===== config.mk =====
export PLATFORM = sky130hd
export DESIGN_NAME = generate_descriptor_mc
export DESIGN_NICKNAME = d
export VERILOG_FILES = /design/src/rtl/generate_descriptor_mc.sv
export SDC_FILE = /design/constraint.sdc
export NUM_CORES = 1
export LEC_CHECK = 0
export ABC_AREA = 1
export CAP_MARGIN = 10
export CORE_ASPECT_RATIO = 0.9
export CORE_MARGIN = 2
export CORE_UTILIZATION = 45
export CTS_BUF_LIST = sky130_fd_sc_hd__clkbuf_4 sky130_fd_sc_hd__clkbuf_8
export CTS_CLUSTER_SIZE = 20
export DETAILED_ROUTE_END_ITERATION = 8
export PLACE_DENSITY = 0.7
export SYNTH_ARGS = -nofsm -noshare
export SYNTH_HDL_FRONTEND = slang
export SYNTH_SLANG_ARGS = --single-unit

===== constraint.sdc =====
create_clock -name i_clk -period 5.4 [get_ports i_clk]
set_input_delay 1.35 -clock i_clk [delete_from_list [all_inputs] [get_ports i_clk]]
set_output_delay 1.35 -clock i_clk [all_outputs]
set_load 0.1 [all_outputs]

===== src/rtl/generate_descriptor_mc.sv =====
// Classifies host packets (mapped 0x1800 / standard), admits or discards per class, emits a 40-bit descriptor.
// Latency: one registered cycle from input byte to ov_data / descriptor strobe.
// Backpressure: none; an i_data_wr gap inside a forwarded packet aborts it, gaps inside a discarded packet are ignored.
module generate_descriptor_mc #(
  parameter int DATA_W    = 9,
  parameter int BUFID_W   = 9,
  parameter int CNT_W     = 32,
  parameter int DESC_BYTE = 13
) (
  input  logic                   i_clk,
  input  logic                   i_rst_n,
  input  logic [DATA_W-1:0]      iv_data,
  input  logic                   i_data_wr,
  input  logic [47:0]            iv_tsntag,
  input  logic [15:0]            iv_eth_type,
  input  logic [BUFID_W-1:0]     iv_free_bufid_num,
  input  logic [8*BUFID_W-1:0]   iv_class_threshold,
  input  logic [BUFID_W-1:0]     iv_ctrl_threshold,
  input  logic [BUFID_W-1:0]     iv_lp_threshold,
  input  logic [7:0]             iv_class_en,
  input  logic [2:0]             iv_cnt_sel,
  input  logic                   i_cnt_clr,
  output logic [DATA_W-1:0]      ov_data,
  output logic                   o_data_wr,
  output logic                   o_descriptor_valid,
  output logic [39:0]            ov_descriptor,
  output logic [15:0]            ov_eth_type,
  output logic [4:0]             ov_dbufid,
  output logic [CNT_W-1:0]       ov_discard_cnt,
  output logic [CNT_W-1:0]       ov_discard_total,
  output logic [CNT_W-1:0]       ov_abort_cnt,
  output logic                   o_pkt_abort
);

  localparam logic [15:0]      DESC_IDX = 16'(DESC_BYTE);
  localparam logic [39:0]      STD_DESC = {9'b0, 3'd6, 28'b0};
  localparam logic [CNT_W-1:0] CNT_ONE  = {{(CNT_W-1){1'b0}}, 1'b1};

  typedef enum logic [2:0] {
    IDLE          = 3'd0,
    MAPPED_SECOND = 3'd1,
    MAPPED_OTHER  = 3'd2,
    TRAN_STANDARD = 3'd3,
    DISC          = 3'd4
  } state_t;

  state_t              state_q, state_d;
  logic [15:0]         byte_cnt_q, byte_cnt_d;
  logic                desc_done_q, desc_done_d;
  logic [39:0]         desc_hold_q, desc_hold_d;
  logic [DATA_W-1:0]   data_q, data_d;
  logic                data_wr_q, data_wr_d;
  logic                desc_vld_q, desc_vld_d;
  logic [39:0]         desc_q, desc_d;
  logic [15:0]         eth_q, eth_d;
  logic [4:0]          dbufid_q, dbufid_d;
  logic                abort_q, abort_d;
  logic [CNT_W-1:0]    disc_cnt_q [8];
  logic [CNT_W-1:0]    disc_cnt_d [8];
  logic [CNT_W-1:0]    disc_total_q, disc_total_d;
  logic [CNT_W-1:0]    abort_cnt_q, abort_cnt_d;

  logic                flag, head, is_mapped, is_ctrl, hd_disc;
  logic [2:0]          hd_class;
  logic [BUFID_W-1:0]  cls_thr, hd_thr;
  logic                disc_inc, abort_inc;
  logic                unused_tag;

  // Tag bits that never reach the descriptor or dbufid.
  assign unused_tag = ^{iv_tsntag[44:43], iv_tsntag[14:10], iv_tsntag[4:0]};

  // Saturating counter step; a clear wins but keeps a coincident increment.
  function automatic logic [CNT_W-1:0] cnt_next(input logic [CNT_W-1:0] cur,
                                                input logic inc, input logic clr);
    logic [CNT_W-1:0] nxt;
    nxt = cur;
    if (clr) begin
      nxt = inc ? CNT_ONE : '0;
    end else if (inc && (cur != {CNT_W{1'b1}})) begin
      nxt = cur + CNT_ONE;
    end
    return nxt;
  endfunction

  // Head classification and admission decision, only meaningful in a head cycle.
  always_comb begin
    flag      = iv_data[DATA_W-1];
    head      = i_data_wr && flag;
    is_mapped = (iv_eth_type == 16'h1800);
    is_ctrl   = (iv_eth_type == 16'hff01) || (iv_eth_type == 16'h88f7) ||
                (iv_eth_type == 16'h891d);
    hd_class  = is_mapped ? iv_data[DATA_W-2 -: 3] : 3'd6;
    cls_thr   = '0;
    for (int c = 0; c < 8; c++) begin
      if (hd_class == 3'(c)) cls_thr = iv_class_threshold[c*BUFID_W +: BUFID_W];
    end
    hd_thr    = is_mapped ? cls_thr : (is_ctrl ? iv_ctrl_threshold : iv_lp_threshold);
    hd_disc   = (iv_free_bufid_num == '0) || (iv_free_bufid_num <= hd_thr) ||
                !iv_class_en[hd_class] ||
                (is_mapped && (hd_class == 3'd6) && (iv_free_bufid_num <= iv_ctrl_threshold));
  end

  // Packet state machine: next state and next registered outputs.
  always_comb begin
    state_d     = state_q;
    byte_cnt_d  = byte_cnt_q;
    desc_done_d = desc_done_q;
    desc_hold_d = desc_hold_q;
    data_d      = '0;
    data_wr_d   = 1'b0;
    desc_vld_d  = 1'b0;
    desc_d      = '0;
    eth_d       = '0;
    dbufid_d    = '0;
    abort_d     = 1'b0;
    disc_inc    = 1'b0;
    abort_inc   = 1'b0;
    case (state_q)
      IDLE: begin
        if (head) begin
          if (hd_disc) begin
            disc_inc = 1'b1;
            state_d  = DISC;
          end else begin
            data_wr_d = 1'b1;
            data_d    = iv_data;
            dbufid_d  = iv_tsntag[9:5];
            if (is_mapped) begin
              desc_hold_d = {9'b0, iv_tsntag[47:45], iv_tsntag[42:15]};
              state_d     = MAPPED_SECOND;
            end else begin
              desc_hold_d = STD_DESC;
              byte_cnt_d  = 16'd1;
              desc_done_d = 1'b0;
              state_d     = TRAN_STANDARD;
            end
          end
        end
      end
      MAPPED_SECOND, MAPPED_OTHER, TRAN_STANDARD: begin
        if (!i_data_wr) begin
          abort_d   = 1'b1;
          abort_inc = 1'b1;
          state_d   = IDLE;
        end else begin
          data_wr_d = 1'b1;
          data_d    = iv_data;
          dbufid_d  = dbufid_q;
          if (state_q == MAPPED_SECOND) begin
            if (flag) begin
              // Tail right after the head: too short to carry a descriptor.
              abort_d   = 1'b1;
              abort_inc = 1'b1;
              state_d   = IDLE;
            end else begin
              desc_vld_d = 1'b1;
              desc_d     = desc_hold_q;
              eth_d      = iv_eth_type;
              state_d    = MAPPED_OTHER;
            end
          end else begin
            if ((state_q == TRAN_STANDARD) && !desc_done_q &&
                (flag || (byte_cnt_q == DESC_IDX))) begin
              desc_vld_d  = 1'b1;
              desc_d      = desc_hold_q;
              eth_d       = iv_eth_type;
              desc_done_d = 1'b1;
            end
            if (byte_cnt_q != 16'hffff) byte_cnt_d = byte_cnt_q + 16'd1;
            if (flag) state_d = IDLE;
          end
        end
      end
      DISC: begin
        if (head) state_d = IDLE;
      end
      default: state_d = IDLE;
    endcase
  end

  // Statistics counters.
  always_comb begin
    for (int c = 0; c < 8; c++) begin
      disc_cnt_d[c] = cnt_next(disc_cnt_q[c], disc_inc && (hd_class == 3'(c)), i_cnt_clr);
    end
    disc_total_d = cnt_next(disc_total_q, disc_inc, i_cnt_clr);
    abort_cnt_d  = cnt_next(abort_cnt_q, abort_inc, i_cnt_clr);
  end

  // State, output and counter registers.
  always_ff @(posedge i_clk or negedge i_rst_n) begin
    if (!i_rst_n) begin
      state_q      <= IDLE;
      byte_cnt_q   <= '0;
      desc_done_q  <= 1'b0;
      desc_hold_q  <= '0;
      data_q       <= '0;
      data_wr_q    <= 1'b0;
      desc_vld_q   <= 1'b0;
      desc_q       <= '0;
      eth_q        <= '0;
      dbufid_q     <= '0;
      abort_q      <= 1'b0;
      for (int c = 0; c < 8; c++) disc_cnt_q[c] <= '0;
      disc_total_q <= '0;
      abort_cnt_q  <= '0;
    end else begin
      state_q      <= state_d;
      byte_cnt_q   <= byte_cnt_d;
      desc_done_q  <= desc_done_d;
      desc_hold_q  <= desc_hold_d;
      data_q       <= data_d;
      data_wr_q    <= data_wr_d;
      desc_vld_q   <= desc_vld_d;
      desc_q       <= desc_d;
      eth_q        <= eth_d;
      dbufid_q     <= dbufid_d;
      abort_q      <= abort_d;
      for (int c = 0; c < 8; c++) disc_cnt_q[c] <= disc_cnt_d[c];
      disc_total_q <= disc_total_d;
      abort_cnt_q  <= abort_cnt_d;
    end
  end

  assign ov_data            = data_q;
  assign o_data_wr          = data_wr_q;
  assign o_descriptor_valid = desc_vld_q;
  assign ov_descriptor      = desc_q;
  assign ov_eth_type        = eth_q;
  assign ov_dbufid          = dbufid_q;
  assign o_pkt_abort        = abort_q;
  assign ov_discard_cnt     = disc_cnt_q[iv_cnt_sel];
  assign ov_discard_total   = disc_total_q;
  assign ov_abort_cnt       = abort_cnt_q;

endmodule


### After elaboration in Yosys (flattened, before gate mapping)

Index checks and enable logic that the tools add are counted.

| word-level totals | value |
|---|---|
| input port bits | 187 |
| logic and storage cells | 229 |
| latch bits | 0 |
| memories kept | 0 |
| memory bits (read-only) | 0 |
| output and inout port bits | 169 |
| bits in registers | 453 |
| RAM bits | 0 |

| operators by class | value |
|---|---|
| $lt $le $gt $ge | 4 |
| div/mod/pow operators | 0 |
| mux-type cells | 104 |
| multipliers | 0 |
| reductions and logical operators | 50 |
| shift-type cells | 0 |
| add/subtract/negate cells | 11 |
| equality and inequality tests | 37 |
| bitwise gates (word level) | 2 |

Operators with widths:

| cell | number |
|---|---|
| $mux 32 | 22 |
| $add 32x1->32 const B | 10 |
| $ne 32x32->1 const B | 10 |
| $mux 40 | 5 |
| $mux 16 | 11 |
| $mux 9 | 13 |
| $bmux 32 s3 | 1 |
| $eq 16x16->1 const B | 3 |
| $mux 1 | 32 |
| $pmux 16 s2 | 1 |
| $mux 31 | 1 |
| $logic_and 1x1->1 | 23 |
| $reduce_bool 2->1 | 11 |
| $mux 3 | 7 |
| $le 9x9->1 | 2 |
| $ne 2x2->1 const B | 9 |
| $pmux 9 s2 | 1 |
| $add 16x1->16 const B | 1 |
| $eq 16x13->1 const B | 1 |
| $eq 16x4->1 const B | 1 |
| $ne 16x16->1 const B | 1 |
| $eq 3x3->1 const B | 5 |
| $mux 5 | 3 |
| $reduce_and 7->1 | 2 |
| other kinds (18) | 32 |

### Logic depth before layout (Yosys ltp)

Gate-level depths: netlist of the first run.

| depth | value |
|---|---|
| depth in word-level cells | 23 |
| mapped depth | 30 |
| depth with buffers taken out | 28 |

### Worst setup path before layout of the first run

OpenSTA, ideal clock, no wires.

| timing path | value |
|---|---|
| path type | input to output |
| start | input iv_cnt_sel[0] |
| end | output ov_discard_cnt[18] |
| path slack | 0.055 ns |
| data required time | 4.050 ns |
| stages | 7 |
| arrival | 3.995 ns |
| cell sequence | clkbuf_1 > clkbuf_1 > buf_1 > nor2_1 > nor2_1 > o21ai_0 > a31oi_1 |

| between the ends | value |
|---|---|
| word-level cells in the longest chain between the ends | 4 |

Ends and longest elaborated chain:

| item | RTL line | source |
|---|---|---|
| start: declaration | 21 | `input logic [2:0] iv_cnt_sel,` |
| $not 3->4 (not written as such) | 232 | `assign ov_discard_cnt = disc_cnt_q[iv_cnt_sel];` |
| $bmux 32 s3 | 232 |  |
| $mux 32 (not written as such) (2 in series) | 232 |  |
| end: declaration | 29 | `output logic [CNT_W-1:0] ov_discard_cnt,` |

No other way between the ends. The select of a mux whose other input is x is not followed.

### Worst setup path in the final report of the first run

| timing path | value |
|---|---|
| start | input iv_cnt_sel[2] |
| end | output ov_discard_cnt[15] |

Same word-level chain as after synthesis.

==> results of run 1 <==
-- metal layers --
metal / track usage / share of wire / up-vias
li1: - / - / 15500
met1: 0.480 / 0.46 / 15200
met2: 0.497 / 0.43 / 1292
met3: 0.0554 / 0.078 / 208
met4: 0.109 / 0.034 / 2
met5: 0 / 0.000086 / -
-- state kept, by name, summed over array words and instances (netlist names) --
name and cells:
desc_hold_q 31, ov_abort_cnt 32, ov_descriptor 31, ov_eth_type 16, ov_data 9, ov_discard_total 32, desc_done_q 1, disc_cnt_q 256
o_descriptor_valid 1, byte_cnt_q 16, o_data_wr 1, o_pkt_abort 1, ov_dbufid 5, state_q 3
-- worst min-delay path: stages, from the launching register on --
cell,delay [ns]
dfrtp_1,0.34
nand2_1,0.05
o21ai_0,0.06
-- per-stage QoR --
stage / setup WS (ns) / utilization / setup TNS (ns) / cell area (sq um)
floorplan: 0.0553 / - / 0 / 30600
global placement: -0.0314 / 0.532 / -1.13 / 35700
detailed placement: -0.0358 / 0.532 / -0.999 / 35700
CTS: 0.335 / 0.557 / 0 / 37400
global route: 0.229 / 0.558 / 0 / 37400
finish: 0.229 / 0.558 / 0 / 37400
-- worst paths after layout --
check	slack, ns	endpoint	from	depth (start not counted)
setup / recovery	0.23	ov_discard_cnt[15]	iv_cnt_sel[2]	5
hold / removal	0.48	desc_hold_q[0]$_DFFE_PN0P_	desc_hold_q[0]$_DFFE_PN0P_	2
setup reg to reg	1.78	ov_abort_cnt[11]$_DFFE_PN0P_	state_q[1]$_DFFE_PN0P_	12
hold reg to reg	0.48	desc_hold_q[0]$_DFFE_PN0P_	desc_hold_q[0]$_DFFE_PN0P_	2
max in group asynchronous	3.68	disc_cnt_q[255]$_DFFE_PN0P_	i_rst_n	2
min in group asynchronous	0.55	ov_discard_total[19]$_DFFE_PN0P_	i_rst_n	1
-- power groups by stage --
stage | clock network (uW) | logic [uW] | registers, uW
6_report | 3360 | 1740 | 3400
2_1_floorplan | 0 | 784 | 3670
3_5_place_dp | 0 | 1730 | 3450
4_1_cts | 3440 | 1740 | 3390
3_3_place_gp | 0 | 1720 | 3450
5_1_grt | 3570 | 1840 | 3400
-- cells by family after synthesis --
logic type               after synthesis  share of synthesized area
XOR/XNOR                             276                     0.0792
AND/OR/NAND/NOR                     2789                      0.390
adder cells (fa/ha/maj)               30                     0.0123
flip-flops                           435                      0.356
buffers and inverters                641                     0.0842
other                                  1                   0.000123
AO/OA/AOI/OAI                        418                     0.0777
-- layout make-up --
class                   count  area [sq um]  share of cell area
diodes                      9          22.5            0.000602
clock buffers             115          1480              0.0394
clock inverters            30           200             0.00535
inverters                 433          1630              0.0437
multi-input cells        3522         17100               0.457
flip-flops and latches    435         10900               0.291
well taps                 874          1090              0.0292
repair buffers            460          5000               0.134
-- placed cells by master (no fill, tap or decap), drive strengths merged, types with 7 or more instances in the layout --
cell,n
nand4,90
nor4,70
o21ai,213
clkinv,25
clkbuf,115
a221oi,17
nor3,236
o31ai,19
nand3,349
xor2,200
o22ai,7
diode,9
nor3b,12
conb,9
inv,435
xnor2,76
a31oi,33
nand2,1323
dfrtp,435
nor2,698
a21oi,111
buf,162
ha,30
clkdlybuf4s50,298
a211oi,7
or2,7
==> summary.txt, run 1 <==
Vias per inst - 5.48
Critical setup path kind - in2out
Cell family with most CP delay - buffers and inverters
Buffers on Ports - 334
CTS tree - built
Yosys top cell by area - dfrtp_1
Worst Path Arrival - 3.82 ns
Slowest-stage cell, CP - a221oi_1
Core region area - 67100 sq um
H-tree depth - 3
Sequential power share - 0.400
Number of core rows - 90
Count leader, synth - nand2_1
Fin cells - 5878
All-Layer GR Usage - 0.330
Gate Count Post-Synth - 4590
Internal power - 5630 uW
Clk buf depth - 3
Post_cts resized - 0
Tmin final - 5.17 ns
Ys async rst share - 1.00
Reg clk slew, reported paths - 0.06 ns
TritonCTS Buffers - 79
Die width - 279 microns
Drt total wl - 116 mm
Top achievable clock speed - 193 MHz
Switch share - 0.337
Outcome - finished clean
TritonRoute pass-1 iters - 6
Initial Util - 0.455
Area growth from synthesis to layout - 22.6%
Layout Skew - 0.0357 ns
Num ports - 356
Worst skew pair latency - 0.71 ns
Vias in the first global route - 30100
DRC viols - 0
GRT overflow - 0
Post-synthesis average cell area - 6.65 sq um
Worst-Margin Slew - 1.11 ns
Ys flop type - dfrtp_1
Sequence of cells on the critical path - clkdlybuf4s50_1 -> clkinv_1 -> a221oi_1 -> a31oi_1 -> buf_12
Synthesized flop and latch total - 435
Root Buffer - clkbuf_8
RSZ-0062 raised after global routing - false
Antenna-violating nets left - 0
Die Y - 251 microns
Fillers - 6629
Most frequent cells after synthesis - nand2_1, nor2_1, dfrtp_1
Clock power frac - 0.396
Critical Path Max Stage Delay - 0.95 ns
Max transition margin - 0.257
Hold buffers post-CTS - 0
Buffers plus inverters on the worst setup path - 3
Post-synth top area share - 0.356
Worst Hold Class - reg2reg
Final Slew Violations - 0
Area of the die - 70000 sq um
Sequential-to-total area share from yosys stat - 0.356
CP endpoint kind - output port
Number of synthesized flops with an enable pin - 0
Share of cells above drive strength 1 - 0.0779
Peak supply drop - 0.164 mV
Combinational Power Share - 0.204
# nets final - 5148
Clock Sinks - 435
RePlAce Congestion - 0.977
Initial drt markers - 3282
Hold WS - 0.484 ns
Post-CTS setup buffer count - 0
First-pass GRT wire length - 181 mm
Yosys cell types - 48
CP max FO - 14
Via Count - 32200
Power Density - 227 nW/um^2
Endpoints failing hold - 0
Total power - 8500 uW
Largest net degree at the start of global routing - 133
Max_cap viols - 0
WP data required - 4.05 ns
Final period utilization - 0.958
Placed cells - 5724
Post-DP HPWL - 87.4 mm
Post-Syn Area - 30500 sq um
Drt wl/cell - 19.7 microns
Reported leakage power - 0.0159 uW
Synth area leaders - dfrtp_1, nand2_1, nor2_1
Warnings, synthesis - 0
Final setup fails - 0
Type of origin of the critical path - primary input
P_sw - 2860 uW
Initial antenna violation count - 10
Power figures use the tool's default switching activity.
==> inputs of run 2 (changes only) <==
==> constraint.sdc (replaced) <==
create_clock -name i_clk -period 5.7 [get_ports i_clk]
set_input_delay 1.425 -clock i_clk [delete_from_list [all_inputs] [get_ports i_clk]]
set_output_delay 1.425 -clock i_clk [all_outputs]
set_load 0.1 [all_outputs]
==> summary.txt, run 2 (synthesis gave the netlist of run 1 again) <==
Drt wl/cell - 19.4 microns (-1.3%)
Via Count - 32200 (-0.11%)
DRC viols - 0 (unchanged)
Max_cap viols - 0 (unchanged)
Number of core rows - 90 (unchanged)
Outcome - finished clean
Core region area - 67100 sq um (unchanged)
RSZ-0062 raised after global routing - false
Post-DP HPWL - 86.1 mm (-1.5%)
Critical Path Max Stage Delay - 0.51 ns (-0.44 ns)
Num ports - 356 (unchanged)
Sequence of cells on the critical path - buf_4 -> clkinv_2 -> buf_12 -> o21ai_0 -> a221oi_1 -> a31oi_1 -> buf_12
Setup TNS - 0 ns (unchanged)
Clk buf depth - 3 (unchanged)
Initial Util - 0.455 (unchanged)
Antenna-violating nets left - 0 (unchanged)
# nets final - 5140 (-0.16%)
Most common cell after layout, fill and taps aside - nand2_1
CP most frequent cell - buf_12
Switch share - 0.328 (-0.00875)
Final setup fails - 0 (unchanged)
Critical setup path kind - in2out
Hold WS - 0.472 ns (-0.0122 ns)
CP max FO - 48 (+34)
Initial drt markers - 3618 (+10%)
Endpoints failing hold - 0 (unchanged)
Worst Hold Class - reg2reg
Clock power frac - 0.410 (+0.014)
P_sw - 2680 uW (-6.3%)
Final Cell Area - 37300 sq um (-0.37%)
Post_cts resized - 0 (unchanged)
Post-CTS setup buffer count - 0 (unchanged)
Cell family with most CP delay - buffers and inverters
Final period utilization - 0.941
Max transition margin - 0.273 (+0.0166)
Reported leakage power - 0.0158 uW (-0.40%)
Final core utilization - 0.556 (-0.00207)
Clock Sinks - 435 (unchanged)
Layout Skew - 0.0452 ns (+0.00947 ns)
Type of origin of the critical path - primary input
Commonest cells after routing, fill and taps aside - nand2_1, nor2_1, dfrtp_1
Vias in the first global route - 29800 (-0.97%)
Placed cells - 5713 (-0.19%)
Area of the die - 70000 sq um (unchanged)
Power Density - 219 nW/um^2 (-3.5%)
Worst Path Arrival - 3.94 ns (+0.12 ns)
H-tree depth - 3 (unchanged)
Max reg flops - 256 (unchanged)
Slowest-stage cell, CP - o21ai_0
Final Slew Violations - 0 (unchanged)
Initial antenna violation count - 7 (-3)
RePlAce Congestion - 1.00 (+2.8%)
Drt total wl - 114 mm (-1.5%)
Dpl cell area - 35500 sq um (-0.65%)
Hold buffers post-CTS - 0 (unchanged)
Top achievable clock speed - 186 MHz
TritonRoute pass-1 iters - 6 (unchanged)
Reg clk slew, reported paths - 0.06 ns (about the same)
All-Layer GR Usage - 0.323 (-0.00715)
TritonCTS Buffers - 81 (+2.5%)
Sequential power share - 0.393 (-0.007)
Vias per inst - 5.49 (+0.12%)
Top reg by flops - disc_cnt_q
Die width - 279 microns (unchanged)
Tmin final - 5.36 ns
GRT overflow - 0 (unchanged)
Fin cells - 5865 (-0.22%)
Internal power - 5490 uW (-2.5%)
Peak supply drop - 0.246 mV (+50%)
Buffers plus inverters on the worst setup path - 4 (+1)
WP data required - 4.28 ns (+0.23 ns)
Buffers on Ports - 334 (unchanged)
Die Y - 251 microns (unchanged)
Worst skew pair latency - 0.71 ns (about the same)
Area growth from synthesis to layout - 22.1%
Worst-Margin Slew - 1.09 ns (-0.0248 ns)
CTS tree - built
Largest net degree at the start of global routing - 129 (-3.0%)
Root Buffer - clkbuf_8
CP endpoint kind - output port
First-pass GRT wire length - 178 mm (-1.7%)
Share of cells above drive strength 1 - 0.0758 (-0.00204)
Combinational Power Share - 0.197 (-0.007)
-- run 2: cell count changes in the layout (fill, tap and decap cells not counted), sizes merged --
| cell | before | now |
|---|---|---|
| buf | 162 | 151 |
| bufinv | 0 | 2 |
| clkbuf | 115 | 126 |
| clkinv | 25 | 11 |
| clkinvlp | 3 | 2 |
| diode | 9 | 7 |
| inv | 435 | 437 |
-- run 2: tightest hold or removal path, stage by stage, from the launching register on --
cell     delay, ns
dfrtp_1       0.37
inv_1         0.05
nor2_1        0.04
-- run 2: layout make-up --
type                            instances  area, sq um
Clock inverter                         19          185
Multi-Input combinational cell       3522        17100
Sequential cell                       435        10900
Inverter                              433         1630
Timing Repair Buffer                  450         4770
Antenna cell                            7         17.5
Fill cell                            6621        29800
Tap cell                              874         1090
Clock buffer                          125         1580
-- run 2: through the flow --
stage,worst slack [ns],total power (uW)
6_report,0.336,8170
5_1_grt,0.200,8480
4_1_cts,0.488,8230
3_5_place_dp,-0.162,4860
3_3_place_gp,-0.155,4850
2_1_floorplan,0.205,4220
-- run 2: path summary, 6_finish.rpt --
check / slack [ns] / startpoint / to / depth (start not counted)
min in group asynchronous: 0.72 / i_rst_n / ov_abort_cnt[27]$_DFFE_PN0P_ / 1
worst min-delay path: 0.47 / desc_hold_q[14]$_DFFE_PN0P_ / ov_descriptor[14]$_DFF_PN0_ / 2
worst min register to register: 0.47 / desc_hold_q[14]$_DFFE_PN0P_ / ov_descriptor[14]$_DFF_PN0_ / 2
worst max-delay path: 0.34 / iv_cnt_sel[0] / ov_discard_cnt[12] / 7
max in group asynchronous: 3.83 / i_rst_n / disc_cnt_q[16]$_DFFE_PN0P_ / 2
worst max register to register: 2.52 / state_q[1]$_DFFE_PN0P_ / ov_abort_cnt[12]$_DFFE_PN0P_ / 12
-- run 2: power groups by stage --
stage,Sequential [uW],Clock (uW),Combinational (uW)
3_5_place_dp,3270,0,1600
5_1_grt,3220,3550,1710
3_3_place_gp,3270,0,1590
4_1_cts,3210,3410,1600
2_1_floorplan,3480,0,743
6_report,3220,3350,1610
-- run 2: layer usage --
| metal | up-vias | global-route usage | part of all wire |
|---|---|---|---|
| li1 | 15500 | - | - |
| met1 | 15200 | 0.465 | 0.45 |
| met2 | 1404 | 0.481 | 0.43 |
| met3 | 173 | 0.0651 | 0.089 |
| met4 | 2 | 0.114 | 0.033 |
| met5 | - | 0 | 0.00011 |
